`config.mk`:
```
export PLATFORM = sky130hd
export DESIGN_NAME = arm_mc_ctrl_flat
export DESIGN_NICKNAME = d
export VERILOG_FILES = /design/src/rtl/arm_mc_ctrl_if.sv /design/src/rtl/arm_mc_ctrl.sv /design/src/flat_wrapper.sv
export SDC_FILE = /design/constraint.sdc
export NUM_CORES = 1
export LEC_CHECK = 0
export ABC_AREA = 1
export ABC_CLOCK_PERIOD_IN_PS = 2020
export CAP_MARGIN = 20
export CELL_PAD_IN_SITES_DETAIL_PLACEMENT = 0
export CELL_PAD_IN_SITES_GLOBAL_PLACEMENT = 1
export CORE_ASPECT_RATIO = 0.9
export CORE_MARGIN = 3
export CORE_UTILIZATION = 23
export DETAILED_ROUTE_END_ITERATION = 7
export GPL_TIMING_DRIVEN = 0
export PLACE_DENSITY_LB_ADDON = 0.1
export SLEW_MARGIN = 40
export SYNTH_ARGS = -nofsm -noshare
export SYNTH_HDL_FRONTEND = slang
export SYNTH_SLANG_ARGS = --single-unit
```
`constraint.sdc`:
```
create_clock -name clk -period 2.02 [get_ports clk]
set_input_delay 0.505 -clock clk [delete_from_list [all_inputs] [get_ports clk]]
set_output_delay 0.505 -clock clk [all_outputs]
set_load 0.02 [all_outputs]
```
`src/rtl/arm_mc_ctrl_if.sv`:
```
// Control bus between the multicycle ARM controller and its datapath.
// Controller uses the master view, datapath the slave view.
interface arm_mc_ctrl_if;
  logic [19:0] Instr;
  logic [3:0]  ALUFlags;
  logic        MemReady;
  logic        PCWrite;
  logic        IRWrite;
  logic        RegWrite;
  logic        MemWrite;
  logic        AdrSrc;
  logic [1:0]  RegSrc;
  logic        ALUSrcA;
  logic [1:0]  ALUSrcB;
  logic [1:0]  ResultSrc;
  logic [1:0]  ImmSrc;
  logic [1:0]  ALUControl;
  logic [3:0]  Flags;
  logic [3:0]  State;

  modport master (
    input  Instr, ALUFlags, MemReady,
    output PCWrite, IRWrite, RegWrite, MemWrite,
    output AdrSrc, RegSrc, ALUSrcA, ALUSrcB,
    output ResultSrc, ImmSrc, ALUControl,
    output Flags, State
  );

  modport slave (
    output Instr, ALUFlags, MemReady,
    input  PCWrite, IRWrite, RegWrite, MemWrite,
    input  AdrSrc, RegSrc, ALUSrcA, ALUSrcB,
    input  ResultSrc, ImmSrc, ALUControl,
    input  Flags, State
  );
endinterface

```
`src/rtl/arm_mc_ctrl.sv`:
```
// Multicycle ARM-subset control unit: FSM sequencing,
// condition evaluation, NZCV register and datapath selects.
module arm_mc_ctrl (
  input  logic          clk,
  input  logic          reset,
  arm_mc_ctrl_if.master bus
);

  localparam logic [3:0] S_FETCH    = 4'd0;
  localparam logic [3:0] S_DECODE   = 4'd1;
  localparam logic [3:0] S_MEMADR   = 4'd2;
  localparam logic [3:0] S_MEMREAD  = 4'd3;
  localparam logic [3:0] S_MEMWB    = 4'd4;
  localparam logic [3:0] S_MEMWRITE = 4'd5;
  localparam logic [3:0] S_EXECR    = 4'd6;
  localparam logic [3:0] S_EXECI    = 4'd7;
  localparam logic [3:0] S_ALUWB    = 4'd8;
  localparam logic [3:0] S_BRANCH   = 4'd9;

  localparam logic [1:0] A_ADD = 2'b00;
  localparam logic [1:0] A_SUB = 2'b01;
  localparam logic [1:0] A_AND = 2'b10;
  localparam logic [1:0] A_ORR = 2'b11;

  logic [3:0] state_q, state_d;
  logic [3:0] flags_q, flags_d;

  logic [3:0] cond;
  logic [1:0] op;
  logic [5:0] funct;
  logic [3:0] rd;
  logic       unused_rn;

  assign cond      = bus.Instr[19:16];
  assign op        = bus.Instr[15:14];
  assign funct     = bus.Instr[13:8];
  assign rd        = bus.Instr[3:0];
  assign unused_rn = ^bus.Instr[7:4];

  logic n, z, c, v;
  assign {n, z, c, v} = flags_q;

  // Condition check against the registered flags only
  logic cond_ex;
  always_comb begin
    cond_ex = 1'b0;
    unique case (cond)
      4'h0: cond_ex = z;
      4'h1: cond_ex = ~z;
      4'h2: cond_ex = c;
      4'h3: cond_ex = ~c;
      4'h4: cond_ex = n;
      4'h5: cond_ex = ~n;
      4'h6: cond_ex = v;
      4'h7: cond_ex = ~v;
      4'h8: cond_ex = c & ~z;
      4'h9: cond_ex = ~c | z;
      4'hA: cond_ex = (n == v);
      4'hB: cond_ex = (n != v);
      4'hC: cond_ex = ~z & (n == v);
      4'hD: cond_ex = z | (n != v);
      4'hE: cond_ex = 1'b1;
      4'hF: cond_ex = 1'b0;
    endcase
  end

  // ALU operation for data-processing; unknown cmds become no-write ADD
  logic [1:0] dp_ctl;
  logic       no_write;
  always_comb begin
    dp_ctl   = A_ADD;
    no_write = 1'b0;
    unique case (funct[4:1])
      4'b0100: dp_ctl = A_ADD;
      4'b0010: dp_ctl = A_SUB;
      4'b0000: dp_ctl = A_AND;
      4'b1100: dp_ctl = A_ORR;
      default: no_write = 1'b1;
    endcase
  end

  logic is_exec;
  assign is_exec = (state_q == S_EXECR) |
                   (state_q == S_EXECI);

  // Next state and flag update
  always_comb begin
    state_d = state_q;
    flags_d = flags_q;
    unique case (state_q)
      S_FETCH:
        if (bus.MemReady) state_d = S_DECODE;
      S_DECODE:
        case (op)
          2'b00:   state_d = funct[5] ? S_EXECI : S_EXECR;
          2'b01:   state_d = S_MEMADR;
          2'b10:   state_d = S_BRANCH;
          default: state_d = S_FETCH;
        endcase
      S_MEMADR:
        state_d = funct[0] ? S_MEMREAD : S_MEMWRITE;
      S_MEMREAD:
        if (bus.MemReady) state_d = S_MEMWB;
      S_MEMWRITE:
        if (bus.MemReady) state_d = S_FETCH;
      S_EXECR, S_EXECI:
        state_d = S_ALUWB;
      default:
        state_d = S_FETCH;
    endcase
    if (is_exec & funct[0] & cond_ex & ~no_write) begin
      if (dp_ctl[1])
        flags_d = {bus.ALUFlags[3:2], flags_q[1:0]};
      else
        flags_d = bus.ALUFlags;
    end
  end

  // State and flags registers
  always_ff @(posedge clk or negedge reset) begin
    if (!reset) begin
      state_q <= S_FETCH;
      flags_q <= 4'b0000;
    end else begin
      state_q <= state_d;
      flags_q <= flags_d;
    end
  end

  // Moore selects and strobes, strobes blocked during reset
  logic       pc_w, ir_w, reg_w, mem_w;
  logic       adr_src, src_a;
  logic [1:0] src_b, res_src, alu_ctl;
  always_comb begin
    pc_w    = 1'b0;
    ir_w    = 1'b0;
    reg_w   = 1'b0;
    mem_w   = 1'b0;
    adr_src = 1'b0;
    src_a   = 1'b0;
    src_b   = 2'b00;
    res_src = 2'b00;
    alu_ctl = A_ADD;
    unique case (state_q)
      S_FETCH: begin
        src_a   = 1'b1;
        src_b   = 2'b10;
        res_src = 2'b10;
        ir_w    = bus.MemReady;
        pc_w    = bus.MemReady;
      end
      S_DECODE: begin
        src_a   = 1'b1;
        src_b   = 2'b10;
        res_src = 2'b10;
      end
      S_MEMADR: src_b = 2'b01;
      S_MEMREAD: adr_src = 1'b1;
      S_MEMWB: begin
        res_src = 2'b01;
        reg_w   = cond_ex;
      end
      S_MEMWRITE: begin
        adr_src = 1'b1;
        mem_w   = cond_ex;
      end
      S_EXECR: alu_ctl = dp_ctl;
      S_EXECI: begin
        src_b   = 2'b01;
        alu_ctl = dp_ctl;
      end
      S_ALUWB: reg_w = cond_ex & ~no_write;
      S_BRANCH: begin
        src_b   = 2'b01;
        res_src = 2'b10;
        pc_w    = cond_ex;
      end
      default: ;
    endcase
    if (reg_w && rd == 4'hF) pc_w = 1'b1;
    if (!reset) begin
      pc_w  = 1'b0;
      ir_w  = 1'b0;
      reg_w = 1'b0;
      mem_w = 1'b0;
    end
  end

  assign bus.PCWrite    = pc_w;
  assign bus.IRWrite    = ir_w;
  assign bus.RegWrite   = reg_w;
  assign bus.MemWrite   = mem_w;
  assign bus.AdrSrc     = adr_src;
  assign bus.ALUSrcA    = src_a;
  assign bus.ALUSrcB    = src_b;
  assign bus.ResultSrc  = res_src;
  assign bus.ALUControl = alu_ctl;
  assign bus.ImmSrc     = (op == 2'b11) ? 2'b00 : op;
  assign bus.RegSrc[0]  = (op == 2'b10);
  assign bus.RegSrc[1]  = (op == 2'b01) & ~funct[0];
  assign bus.Flags      = flags_q;
  assign bus.State      = state_q;

endmodule

```
`src/flat_wrapper.sv`:
```
// flat-port wrapper written by rule: the top's interface ports become plain ports
module arm_mc_ctrl_flat 
  (clk, reset, bus_Instr, bus_ALUFlags, bus_MemReady, bus_PCWrite, bus_IRWrite, bus_RegWrite, bus_MemWrite, bus_AdrSrc, bus_RegSrc, bus_ALUSrcA, bus_ALUSrcB, bus_ResultSrc, bus_ImmSrc, bus_ALUControl, bus_Flags, bus_State);
  arm_mc_ctrl_if bus_i ();
  input  logic clk;
  input  logic reset;
  input wire logic [$bits(bus_i.Instr)-1:0] bus_Instr;
  input wire logic [$bits(bus_i.ALUFlags)-1:0] bus_ALUFlags;
  input wire logic [$bits(bus_i.MemReady)-1:0] bus_MemReady;
  output wire logic [$bits(bus_i.PCWrite)-1:0] bus_PCWrite;
  output wire logic [$bits(bus_i.IRWrite)-1:0] bus_IRWrite;
  output wire logic [$bits(bus_i.RegWrite)-1:0] bus_RegWrite;
  output wire logic [$bits(bus_i.MemWrite)-1:0] bus_MemWrite;
  output wire logic [$bits(bus_i.AdrSrc)-1:0] bus_AdrSrc;
  output wire logic [$bits(bus_i.RegSrc)-1:0] bus_RegSrc;
  output wire logic [$bits(bus_i.ALUSrcA)-1:0] bus_ALUSrcA;
  output wire logic [$bits(bus_i.ALUSrcB)-1:0] bus_ALUSrcB;
  output wire logic [$bits(bus_i.ResultSrc)-1:0] bus_ResultSrc;
  output wire logic [$bits(bus_i.ImmSrc)-1:0] bus_ImmSrc;
  output wire logic [$bits(bus_i.ALUControl)-1:0] bus_ALUControl;
  output wire logic [$bits(bus_i.Flags)-1:0] bus_Flags;
  output wire logic [$bits(bus_i.State)-1:0] bus_State;
  assign bus_i.Instr = bus_Instr;
  assign bus_i.ALUFlags = bus_ALUFlags;
  assign bus_i.MemReady = bus_MemReady;
  assign bus_PCWrite = bus_i.PCWrite;
  assign bus_IRWrite = bus_i.IRWrite;
  assign bus_RegWrite = bus_i.RegWrite;
  assign bus_MemWrite = bus_i.MemWrite;
  assign bus_AdrSrc = bus_i.AdrSrc;
  assign bus_RegSrc = bus_i.RegSrc;
  assign bus_ALUSrcA = bus_i.ALUSrcA;
  assign bus_ALUSrcB = bus_i.ALUSrcB;
  assign bus_ResultSrc = bus_i.ResultSrc;
  assign bus_ImmSrc = bus_i.ImmSrc;
  assign bus_ALUControl = bus_i.ALUControl;
  assign bus_Flags = bus_i.Flags;
  assign bus_State = bus_i.State;
  arm_mc_ctrl u_core (.clk(clk), .reset(reset), .bus(bus_i));
endmodule
```
==> results of run 1 <==
per-layer routing:
metal | wire length [µm] | part of all wire (%)
met4 | 21 | 0.75
met3 | 192 | 6.9
met1 | 1320 | 47
met2 | 1250 | 45
met5 | 0 | 0
cells in the final DEF, fill, tap and decap left out, drive strengths merged:
cell and n:
nand3 12, clkbuf 5, clkinv 1, o21ai 11, a211oi 1, clkdlybuf4s15 3, a22oi 1, nand4 4
dlymetal6s2s 1, o311ai 1, a21oi 4, dlygate4sd2 10, nand2 44, inv 22, o31ai 1, nor2 20
buf 29, clkdlybuf4s50 19, o21a 1, dfrtp 8, nor3 6, or2 2, o221ai 1
logic make-up after synthesis:
group                  share of synthesized area, %
and+or+nand+nor                                48.0
buffers and inverters                          11.3
AOI/OAI and AO/OA                              16.6
DFF                                            24.1
layout make-up:
type                            instances  share of cell area (%)
Buffer                                  1                   0.470
Clock buffer                            3                    2.59
Inverter                               23                    5.56
Multi-Input combinational cell        109                    41.6
Sequential cell                         8                    12.8
Tap cell                               44                    3.45
Timing Repair Buffer                   63                    33.5
timing repair:
| item | CTS | global route |
|---|---|---|
| setup endpoints to repair | 16 | 12 |
| gates resized for setup | 84 | 38 |
| pin swaps | 15 | 11 |
| setup buffers | 11 | 7 |
where the power goes:
part           switching, µW  total (µW)  leakage [µW]  internal, µW
registers               80.5         299      0.000103           218
logic                    679        1160      0.000646           478
clock network           57.8         186     0.0000216           129
worst max-delay path, delay by kind of cell:
| kind | cells | cell delay [ns] |
|---|---|---|
| AO/OA/AOI/OAI | 4 | 0.49 |
| buffers and inverters | 2 | 0.40 |
| AND/OR/NAND/NOR | 3 | 0.32 |
worst paths after layout:
check                                 endpoint  slack (ns)  cells after the start
max                                bus_PCWrite       -0.21                      9
min                        u_core.bus.Flags[0]        0.14                      1
max reg2reg                u_core.bus.Flags[3]        0.31                     13
min reg2reg                u_core.bus.Flags[0]        0.58                      2
max in group asynchronous  u_core.bus.State[0]        1.66                      1
min in group clk           u_core.bus.Flags[0]        0.58                      2
metrics by stage:
stage	total power (µW)	worst slack (ns)	hold WS [ns]
5_1_grt	1780	-0.319	0.152
3_5_place_dp	1270	-1.15	0.538
4_1_cts	1510	-0.226	0.305
6_report	1640	-0.206	0.138
2_1_floorplan	840	-0.0480	0.209
3_3_place_gp	1270	-1.15	0.541
flip-flops by register name, summed over array words and instances (netlist names):
name	count
u_core.bus.Flags	4
u_core.bus.State	4
==> flow_metrics.tcl, run 1 <==
set metrics [dict create \
    outcome "finished, violations left" \
    violations "negative setup slack" \
    clockBufferDepth 2 \
    crit_top_cell "o21ai_1" \
    wl_per_cell_um 11.1 \
    drive_above_1_share_pct 38.6 \
    initial_core_util_pct 24.2 \
    syn_avg_cell_area_um2 5.88 \
    drt_iter0_drc 38 \
    drv_slew 0 \
    fmax_mhz 449 \
    final_antenna_net_count 0 \
    diodes 0 \
    startpoint_type "input pin" \
    synthCells 141 \
    p_leak_uw 0.000770 \
    rows 20 \
    finalCritPeriodShare_pct 110 \
    busiest_layer "met2" \
    ys_seq_elements 8 \
    placed_area_um2 1350 \
    drt-vias-per-instance 4.49 \
    nFillCells 360 \
    dp.cells 231 \
    path_max_fanout 2 \
    final_util_pct 46.6 \
    setup_violations 3 \
    finish.instance_area_um2 1600 \
    hold_buffers 0 \
    fin_tns_setup_ns -0.531 \
    track_usage_pct 12.0 \
    worstSkewPairLatency_ns 0.22 \
    globalplace.congestion 0.757 \
    fin_crit_ns 2.23 \
    finClkSkew_ns 0.00231 \
    ys.warnings.count 0 \
    clk_pin_slew_ns 0.04 \
    async_reset_ff_share_pct 100 \
    grt_pass1_wl_um 4400 \
    endpoint_kind "output pin" \
    vias 1128 \
    use_met3_pct 3.22 \
    synth_nets 168 \
    die_h_um 63.0 \
    yosysMostFrequentCell "nand2_1" \
    yosys.area.top_type "dfrtp_1" \
    port_buffers 46 \
    synth_edf_count 0 \
    grt_pass1_vias 1002 \
    wirelength_um 2790 \
    hpwl_um 2130 \
    overflow 0 \
    synthTopCellsByArea "dfrtp_1 (24%), nand2_1 (18%), nor2_1 (8.1%)" \
    multi_input_area_um2 664 \
    synth_area_um2 830 \
    io-pin-count 51 \
    stdcell_count 251 \
    powerDensity_nw_per_um2 1030 \
    cts_sinks 8 \
    maxCapViolations 0 \
    grt_setup_unrepaired "true" \
    final_nets 236 \
    hold_path.class "in2async" \
    arrival_ns 1.72 \
    met2_usage_pct 18.5 \
    crit_type "in2out" \
    coreArea_um2 3430 \
    die_x_um 69.3 \
    cp_slowest_cell "dlygate4sd2_1" \
    clockRootBuffer "clkbuf_8" \
    drc 0 \
    cts_tree "done" \
    worstPathCellList "dlygate4sd2_1 > nor2_2 > a22oi_2 > o21ai_2 > nand3_2 > o21ai_1 > nand2_1 > o21ai_1 > buf_4" \
    grt_max_degree 10 \
    yosys-top-cells-count "nand2_1 (40), nor2_1 (18), inv_1 (16)" \
    vdd_drop_max_mv 0.363 \
    synth_cell_types 27 \
    antenna_found_initial 0 \
    synthFlopType "dfrtp_1" \
    drt-pass1-iter-count 4 \
    cts_inserted_buffers 3 \
    grt.met1_usage_pct 16.7 \
    finalHoldViolCount 0 \
    yosysSeqAreaShare_pct 24.1 \
    slowest_delay_ns 0.25 \
    tightest_slew_ns 0.395 \
    crit_required_ns 1.51 \
    cts_htree_levels 1 \
    crit_start "bus_Instr[12]" \
    synthDominantCellAreaShare_pct 24.1 \
    setup_ws_ns -0.206 \
    rr_startpoint "u_core.bus.Flags[0]" \
    max_slew_margin_pct 73.5 \
    area_growth_pct 92.5 \
    seq_area_um2 204 \
    die_area_um2 4360 \
]
(Power assumes the default switching activity.)
==> run 2, diff against run 1 <==
--- a/config.mk
+++ b/config.mk
@@ -16,7 +16,6 @@
 export DETAILED_ROUTE_END_ITERATION = 7
 export GPL_TIMING_DRIVEN = 0
 export PLACE_DENSITY_LB_ADDON = 0.1
-export SLEW_MARGIN = 40
 export SYNTH_ARGS = -nofsm -noshare
 export SYNTH_HDL_FRONTEND = slang
 export SYNTH_SLANG_ARGS = --single-unit
==> results of run 2 <==
The final DEF is identical to that of run 1; final timing and power are the same.
